**src/rtl/vdu_pkg.sv**
```systemverilog
// -----------------------------------------------------------------------------
// vdu_pkg
// Types and constants shared by the text VDU, its console front end and the
// CPU-side blocks that feed it.
//   console_state_t : console FSM states
//   CH_*            : control character codes the console decodes
// -----------------------------------------------------------------------------
package vdu_pkg;

  typedef enum logic [2:0] {
    ST_IDLE      = 3'd0,
    ST_WRITE     = 3'd1,
    ST_SCROLL_RD = 3'd2,
    ST_SCROLL_WR = 3'd3,
    ST_FILL_LAST = 3'd4,
    ST_CLEAR_ALL = 3'd5
  } console_state_t;

  localparam logic [7:0] CH_BS = 8'h08;
  localparam logic [7:0] CH_LF = 8'h0A;
  localparam logic [7:0] CH_FF = 8'h0C;
  localparam logic [7:0] CH_CR = 8'h0D;

endpackage

```
**src/rtl/vdu_mem_arb.sv**
```systemverilog
// -----------------------------------------------------------------------------
// vdu_mem_arb
// Fixed-priority mux for the single text RAM port. A VDU display read always
// wins; the console write side is masked and told to stall for that cycle.
// Ports:
//   i_vdu_read_en / i_vdu_read_addr : VDU display fetch request
//   i_con_addr / i_con_we / i_con_wdata : console side request
//   o_mem_addr / o_mem_we / o_mem_wdata : to the text RAM
//   o_con_stall : console must hold its state this cycle
// -----------------------------------------------------------------------------
module vdu_mem_arb #(
  parameter int ADDR_W = 16
) (
  input  logic              i_vdu_read_en,
  input  logic [ADDR_W-1:0] i_vdu_read_addr,
  input  logic [ADDR_W-1:0] i_con_addr,
  input  logic              i_con_we,
  input  logic [7:0]        i_con_wdata,
  output logic [ADDR_W-1:0] o_mem_addr,
  output logic              o_mem_we,
  output logic [7:0]        o_mem_wdata,
  output logic              o_con_stall
);

  assign o_mem_addr  = i_vdu_read_en ? i_vdu_read_addr : i_con_addr;
  assign o_mem_we    = i_con_we && !i_vdu_read_en;
  assign o_mem_wdata = i_con_wdata;
  assign o_con_stall = i_vdu_read_en;

endmodule

```
**src/rtl/vdu_console.sv**
```systemverilog
// -----------------------------------------------------------------------------
// vdu_console
// Character-stream front end for the text VDU. Takes one byte per valid/ready
// handshake, keeps the cursor, writes glyph codes into the shared text RAM and
// performs newline, carriage return, backspace, clear-screen and scroll-up.
// The VDU display fetch owns the RAM port whenever it asks for it.
// Ports:
//   i_clk, i_rst                 : clock, synchronous active-high reset
//   i_char, i_char_valid         : incoming byte stream
//   o_char_ready                 : byte accepted this cycle if valid
//   o_busy                       : clearing or scrolling in progress
//   o_cur_col, o_cur_row         : cursor position
//   i_vdu_read_en/addr           : VDU display read request
//   o_vdu_data                   : RAM read data returned to the VDU
//   o_mem_addr/we/wdata          : text RAM port
//   i_mem_rdata                  : text RAM read data (1-cycle latency)
// -----------------------------------------------------------------------------
module vdu_console
  import vdu_pkg::*;
#(
  parameter int         BASE_ADDR  = 0,
  parameter int         COLS       = 60,
  parameter int         ROWS       = 34,
  parameter int         ADDR_W     = 16,
  parameter logic [7:0] BLANK_CHAR = 8'h20
) (
  input  logic              i_clk,
  input  logic              i_rst,
  input  logic [7:0]        i_char,
  input  logic              i_char_valid,
  output logic              o_char_ready,
  output logic              o_busy,
  output logic [7:0]        o_cur_col,
  output logic [7:0]        o_cur_row,
  input  logic              i_vdu_read_en,
  input  logic [ADDR_W-1:0] i_vdu_read_addr,
  output logic [7:0]        o_vdu_data,
  output logic [ADDR_W-1:0] o_mem_addr,
  output logic              o_mem_we,
  output logic [7:0]        o_mem_wdata,
  input  logic [7:0]        i_mem_rdata
);

  localparam logic [ADDR_W-1:0] BASE_A      = ADDR_W'(BASE_ADDR);
  localparam logic [ADDR_W-1:0] COLS_A      = ADDR_W'(COLS);
  localparam logic [ADDR_W-1:0] LAST_ROW_A  = ADDR_W'(BASE_ADDR + (ROWS - 1) * COLS);
  localparam logic [ADDR_W-1:0] SCROLL_LAST = ADDR_W'((ROWS - 1) * COLS - 1);
  localparam logic [ADDR_W-1:0] FILL_LAST   = ADDR_W'(COLS - 1);
  localparam logic [ADDR_W-1:0] CLEAR_LAST  = ADDR_W'(COLS * ROWS - 1);
  localparam logic [7:0]        COL_MAX     = 8'(COLS - 1);
  localparam logic [7:0]        ROW_MAX     = 8'(ROWS - 1);

  console_state_t    state_q, state_d;
  logic [7:0]        col_q, col_d;
  logic [7:0]        row_q, row_d;
  logic [ADDR_W-1:0] addr_q, addr_d;        // cell address of the cursor
  logic [ADDR_W-1:0] cnt_q, cnt_d;          // scroll / fill / clear offset
  logic              scroll_pend_q, scroll_pend_d;
  logic              first_q, first_d;      // first cycle of SCROLL_WR
  logic [7:0]        hold_q, hold_d;        // scroll data captured from RAM
  logic [7:0]        wdata_q, wdata_d;      // pending single-cell write
  logic [ADDR_W-1:0] wr_addr_q, wr_addr_d;

  logic              con_we;
  logic [ADDR_W-1:0] con_addr;
  logic [7:0]        con_wdata;
  logic              stall;
  logic              ready;

  vdu_mem_arb #(.ADDR_W(ADDR_W)) u_arb (
    .i_vdu_read_en   (i_vdu_read_en),
    .i_vdu_read_addr (i_vdu_read_addr),
    .i_con_addr      (con_addr),
    .i_con_we        (con_we && !i_rst),
    .i_con_wdata     (con_wdata),
    .o_mem_addr      (o_mem_addr),
    .o_mem_we        (o_mem_we),
    .o_mem_wdata     (o_mem_wdata),
    .o_con_stall     (stall)
  );

  assign ready        = (state_q == ST_IDLE) && !i_rst;
  assign o_char_ready = ready;
  assign o_cur_col    = col_q;
  assign o_cur_row    = row_q;
  assign o_vdu_data   = i_mem_rdata;

  always_comb begin
    state_d       = state_q;
    col_d         = col_q;
    row_d         = row_q;
    addr_d        = addr_q;
    cnt_d         = cnt_q;
    scroll_pend_d = scroll_pend_q;
    first_d       = first_q;
    hold_d        = hold_q;
    wdata_d       = wdata_q;
    wr_addr_d     = wr_addr_q;
    con_we        = 1'b0;
    con_addr      = wr_addr_q;
    con_wdata     = wdata_q;
    o_busy        = 1'b0;

    case (state_q)
      ST_IDLE: begin
        // Idle never touches the RAM port, so it decodes even while the VDU reads.
        if (i_char_valid && ready) begin
          case (i_char)
            CH_CR: begin
              col_d  = '0;
              addr_d = addr_q - ADDR_W'(col_q);
            end
            CH_LF: begin
              col_d = '0;
              if (row_q == ROW_MAX) begin
                addr_d  = LAST_ROW_A;
                cnt_d   = '0;
                state_d = ST_SCROLL_RD;
              end else begin
                row_d  = row_q + 8'd1;
                addr_d = addr_q - ADDR_W'(col_q) + COLS_A;
              end
            end
            CH_BS: begin
              if (col_q != 8'd0 || row_q != 8'd0) begin
                if (col_q == 8'd0) begin
                  col_d = COL_MAX;
                  row_d = row_q - 8'd1;
                end else begin
                  col_d = col_q - 8'd1;
                end
                addr_d    = addr_q - ADDR_W'(1);
                wr_addr_d = addr_q - ADDR_W'(1);
                wdata_d   = BLANK_CHAR;
                state_d   = ST_WRITE;
              end
            end
            CH_FF: begin
              col_d   = '0;
              row_d   = '0;
              addr_d  = BASE_A;
              cnt_d   = '0;
              state_d = ST_CLEAR_ALL;
            end
            default: begin
              wr_addr_d = addr_q;
              wdata_d   = i_char;
              state_d   = ST_WRITE;
              if (col_q == COL_MAX) begin
                col_d = '0;
                if (row_q == ROW_MAX) begin
                  // Cursor lands at the start of the last row; the scroll
                  // runs once the glyph itself has been written.
                  addr_d        = LAST_ROW_A;
                  scroll_pend_d = 1'b1;
                end else begin
                  row_d  = row_q + 8'd1;
                  addr_d = addr_q + ADDR_W'(1);
                end
              end else begin
                col_d  = col_q + 8'd1;
                addr_d = addr_q + ADDR_W'(1);
              end
            end
          endcase
        end
      end

      ST_WRITE: begin
        con_we = 1'b1;
        if (!stall) begin
          scroll_pend_d = 1'b0;
          cnt_d         = '0;
          state_d       = scroll_pend_q ? ST_SCROLL_RD : ST_IDLE;
        end
      end

      ST_SCROLL_RD: begin
        o_busy   = 1'b1;
        con_addr = BASE_A + cnt_q + COLS_A;
        if (!stall) begin
          first_d = 1'b1;
          state_d = ST_SCROLL_WR;
        end
      end

      ST_SCROLL_WR: begin
        o_busy   = 1'b1;
        con_we   = 1'b1;
        con_addr = BASE_A + cnt_q;
        // Read data is only valid in the first cycle; later retries use the hold copy.
        con_wdata = first_q ? i_mem_rdata : hold_q;
        if (first_q) begin
          hold_d  = i_mem_rdata;
          first_d = 1'b0;
        end
        if (!stall) begin
          if (cnt_q == SCROLL_LAST) begin
            cnt_d   = '0;
            state_d = ST_FILL_LAST;
          end else begin
            cnt_d   = cnt_q + ADDR_W'(1);
            state_d = ST_SCROLL_RD;
          end
        end
      end

      ST_FILL_LAST: begin
        o_busy    = 1'b1;
        con_we    = 1'b1;
        con_addr  = LAST_ROW_A + cnt_q;
        con_wdata = BLANK_CHAR;
        if (!stall) begin
          if (cnt_q == FILL_LAST) begin
            cnt_d   = '0;
            state_d = ST_IDLE;
          end else begin
            cnt_d = cnt_q + ADDR_W'(1);
          end
        end
      end

      ST_CLEAR_ALL: begin
        o_busy    = 1'b1;
        con_we    = 1'b1;
        con_addr  = BASE_A + cnt_q;
        con_wdata = BLANK_CHAR;
        if (!stall) begin
          if (cnt_q == CLEAR_LAST) begin
            cnt_d   = '0;
            state_d = ST_IDLE;
          end else begin
            cnt_d = cnt_q + ADDR_W'(1);
          end
        end
      end

      default: begin
        state_d = ST_CLEAR_ALL;
        cnt_d   = '0;
      end
    endcase
  end

  always_ff @(posedge i_clk) begin
    if (i_rst) begin
      state_q       <= ST_CLEAR_ALL;
      col_q         <= '0;
      row_q         <= '0;
      addr_q        <= BASE_A;
      cnt_q         <= '0;
      scroll_pend_q <= 1'b0;
      first_q       <= 1'b0;
    end else begin
      state_q       <= state_d;
      col_q         <= col_d;
      row_q         <= row_d;
      addr_q        <= addr_d;
      cnt_q         <= cnt_d;
      scroll_pend_q <= scroll_pend_d;
      first_q       <= first_d;
    end
  end

  always_ff @(posedge i_clk) begin
    hold_q    <= hold_d;
    wdata_q   <= wdata_d;
    wr_addr_q <= wr_addr_d;
  end

endmodule

```
**config.mk**
```make
export PLATFORM = sky130hd
export DESIGN_NAME = vdu_console
export DESIGN_NICKNAME = d
export VERILOG_FILES = /design/src/rtl/vdu_pkg.sv /design/src/rtl/vdu_mem_arb.sv /design/src/rtl/vdu_console.sv
export SDC_FILE = /design/constraint.sdc
export NUM_CORES = 1
export LEC_CHECK = 0
export ABC_AREA = 1
export ABC_CLOCK_PERIOD_IN_PS = 4150
export CORE_MARGIN = 1.5
export CORE_UTILIZATION = 30
export CTS_BUF_LIST = sky130_fd_sc_hd__clkbuf_8 sky130_fd_sc_hd__clkbuf_16
export CTS_CLUSTER_DIAMETER = 60
export DETAILED_ROUTE_END_ITERATION = 8
export GPL_TIMING_DRIVEN = 0
export SYNTH_ARGS = -nofsm -noshare
export SYNTH_HDL_FRONTEND = slang
export SYNTH_SLANG_ARGS = --single-unit
```
**constraint.sdc**
```tcl
create_clock -name i_clk -period 4.15 [get_ports i_clk]
set_clock_uncertainty 0.15 [all_clocks]
set_input_delay 0.6225 -clock i_clk [delete_from_list [all_inputs] [get_ports i_clk]]
set_output_delay 0.6225 -clock i_clk [all_outputs]
set_load 0.02 [all_outputs]
```
==> flow_summary.yaml <==
die:
  die_w_um: 161
  fp.dieArea_sq_mm: 0.0258
  floorplan.initialDensity_pct: 30.6
  pin_count: 87
  rows: 57
  die_height_um: 161
  core-area_sq_mm: 0.0244
sta:
  setup_viol_count_final: 0
  fmax_ghz: 0.261
  slew_headroom_pct: 43.7
  finalMaxSlewViolations: 0
  rsz0062_at_grt: "false"
  setup_ws_ps: 322
  tightest_slew_ps: 840
  finalCriticalPeriod_ps: 3830
  fin_crit_sh_pct: 92.3
  finalSetupTns_ps: 0
  hold_ws_ps: 355
  hold_violations: 0
synth:
  ys_types: 57
  syn-num-nets: 1202
  yosysWarnings: 0
  syn_area_sq_mm: 0.00747
  yosysSeqAreaShare_pct: 27.1
  syn_inst: 1135
  ys_ff_latch: 85
  avgSynthCellArea_sq_um: 6.58
place:
  preCtsSetupSlack_ps: -360
  gp_congestion: 0.939
  post_dp_cell_area_sq_mm: 0.00874
  hpwl_mm: 19.2
  port-buffer-count: 84
final_layout:
  drive_gt1_share_pct: 10.6
  diodes: 0
  fill_cells: 2648
  multi_input_area_sq_mm: 0.00461
  nets: 1297
  regArea_sq_mm: 0.00202
  final_cell_area_sq_mm: 0.00903
  syn2layout_area_growth_pct: 21.0
clock_network:
  cts_tree: "built"
  cts_made_buffers: 9
  cts_sinks: 85
  clk_pin_slew_worst_paths_ps: 70
  h-tree-depth: 3
  clk_path_buf_depth: 2
  cts_root_buf: "clkbuf_16"
  clk_latency_ps: 350
setup_path:
  worst_r2r_startpoint: "o_cur_col[4]$_SDFFE_PP0P_"
  end_kind: "output pin"
  worstReg2RegEnd: "addr_q[15]$_SDFFE_PP0P_"
  rr_worst_depth: 16
  rrSetupSlack_ps: 1050
  startpoint: "state_q[2]$_SDFFE_PP1P_"
  cp_max_fo: 6
  arrival_ps: 3060
  crit_type: "reg -> out"
  crit_end: "o_mem_addr[10]"
  critPathLaunchType: "register"
  crit_required_ps: 3380
detailed_routing:
  wl_per_cell_um: 15.3
  drt-total-wl_mm: 23.8
  postRouteAntennaNets: 0
  drtIter0Drc: 544
  drc: 0
  viasPerCell: 4.97
  vias: 7750
  firstDrtPassIters: 5
power_and_ir_drop:
  p_leak_nw: 3.80
  pwr_density_cell_mw_per_mm2: 315
  vdd_ir_drop_max_uv: 193
  power.total_mw: 2.84
global_routing:
  grtUsageTotal_pct: 18.8
  grt_pass1_wl_mm: 38.9
  grt_pass1_vias: 7473
  grt.overflow.total: 0
  grt_max_degree: 18
  antenna_found_initial: 0
job:
  drv_cap: 0
min_path:
  hp-class: "reg -> reg"
status:
  status: "finished, final reports clean"
power breakdown:
part / internal, mW / switching [mW] / leakage (nW)
Combinational: 0.424 / 0.742 / 2.96
Clock: 0.399 / 0.354 / 0.131
Sequential: 0.892 / 0.0335 / 0.716
Total: 1.71 / 1.13 / 3.80
repair_timing:
item                                    CTS  global route
gates cloned                              0             0
hold buffers                              0             0
endpoints found under the setup margin    4            10
setup buffers                             0             0
resized for setup                         3             7
critical path, cell delays in order, from the launching register on:
cell and delay, ps:
dfxtp_2 380, inv_1 50, nor2_1 110, inv_1 110
nor2_4 200, ha_2 350, a21oi_1 120, and2_0 120
nand2_1 70, nand2_1 80, nand2_1 50, o22ai_1 180
a21oi_1 70, o21ai_0 170, clkdlybuf4s50_1 620
cells in the final DEF, fill, tap and decap left out, types with 4 or more instances in the layout:
master	n
a21oi_2	5
nand2_2	8
a221oi_1	5
a21oi_1	72
ha_1	27
o21ai_0	63
nand4_1	20
nor2_4	9
nor2_2	18
xor2_1	32
clkdlybuf4s50_1	80
edfxtp_1	32
inv_2	21
a32o_1	7
dlymetal6s2s_1	4
dfxtp_1	52
o221ai_1	5
nor3_2	7
nand2_1	290
nand3_1	87
nor3_1	21
clkbuf_1	23
o211ai_1	16
buf_6	6
buf_2	9
a31oi_1	8
nor2_1	96
buf_4	15
clkbuf_16	9
o21ai_1	6
o22ai_1	5
inv_1	124
final cells by class:
type	instances	area share, %
clock inverter	7	0.429
inverter	148	6.21
multi-input combinational	848	51.1
tap	324	4.49
clock buffer	9	2.49
sequential	85	22.4
timing repair buffer	85	9.54
buffer	53	3.37
cell usage after synthesis, drive strengths merged:
cell type / n / share of area [%]
o221ai: 5 / 0.59
clkbuf: 24 / 1.2
fa: 2 / 0.54
dfxtp: 53 / 14
a41oi: 2 / 0.23
o21a: 1 / 0.10
nor3: 29 / 2.6
nor4: 4 / 0.62
a32o: 7 / 0.94
buf: 30 / 2.9
xor2: 32 / 3.8
nand2: 300 / 16
edfxtp: 32 / 13
o21ai: 69 / 4.6
o2111ai: 2 / 0.23
and2: 2 / 0.17
nand3: 89 / 6.1
nor3b: 3 / 0.37
clkinv: 5 / 0.28
o22a: 1 / 0.12
a221oi: 5 / 0.59
nand4: 21 / 2.0
ha: 29 / 4.9
a31oi: 8 / 0.67
inv: 143 / 7.2
nand3b: 3 / 0.30
o211ai: 16 / 1.6
o311ai: 1 / 0.12
o21bai: 2 / 0.20
or2: 3 / 0.25
xnor2: 2 / 0.23
o22ai: 6 / 0.59
nor2: 123 / 7.6
a211oi: 2 / 0.20
a21oi: 77 / 5.4
o31ai: 2 / 0.20
worst min path at each step:
stage | startpoint | endpoint | slack [ps] | cells after the start
floorplan | cnt_q[1]$_SDFFE_PP0P_ | cnt_q[1]$_SDFFE_PP0P_ | 330 | 2
global placement | cnt_q[1]$_SDFFE_PP0P_ | cnt_q[1]$_SDFFE_PP0P_ | 340 | 2
detailed placement | cnt_q[1]$_SDFFE_PP0P_ | cnt_q[1]$_SDFFE_PP0P_ | 350 | 2
CTS | cnt_q[1]$_SDFFE_PP0P_ | cnt_q[1]$_SDFFE_PP0P_ | 360 | 2
global route | o_cur_row[6]$_SDFFE_PP0P_ | o_cur_row[6]$_SDFFE_PP0P_ | 380 | 2
finish | cnt_q[1]$_SDFFE_PP0P_ | cnt_q[1]$_SDFFE_PP0P_ | 360 | 2
metrics by stage:
step	utilization [%]	cells
2_1_floorplan	-	1135
3_3_place_gp	35.7	1543
3_5_place_dp	35.8	1544
4_1_cts	36.9	1560
5_1_grt	37.0	1559
6_report	37.0	1559
state kept, by name, indices dropped and copies added, names as in the netlist:
name / count
wr_addr_q: 16
scroll_pend_q: 1
hold_q: 8
addr_q: 16
state_q: 3
wdata_q: 8
o_cur_row: 8
cnt_q: 16
first_q: 1
o_cur_col: 8
cell families (layout without fill, tap and decap cells):
kind of cell    after synthesis  after routing  share of synthesized area, %
compound gates              206            206                          16.4
xor+xnor                     34             34                          3.99
fa+ha+maj                    31             31                          5.40
buf+inv                     202            302                          11.6
flops                        85             85                          27.1
simple gates                577            577                          35.5
metal layers:
layer / GRT usage, % / up-vias / wire, um
met5: 0 / - / 0
met4: 7.91 / 0 / 705
met3: 3.00 / 45 / 1420
met2: 32.0 / 222 / 11200
met1: 23.7 / 3527 / 10500
li1: - / 3956 / -
Power figures use the tool's default switching activity.
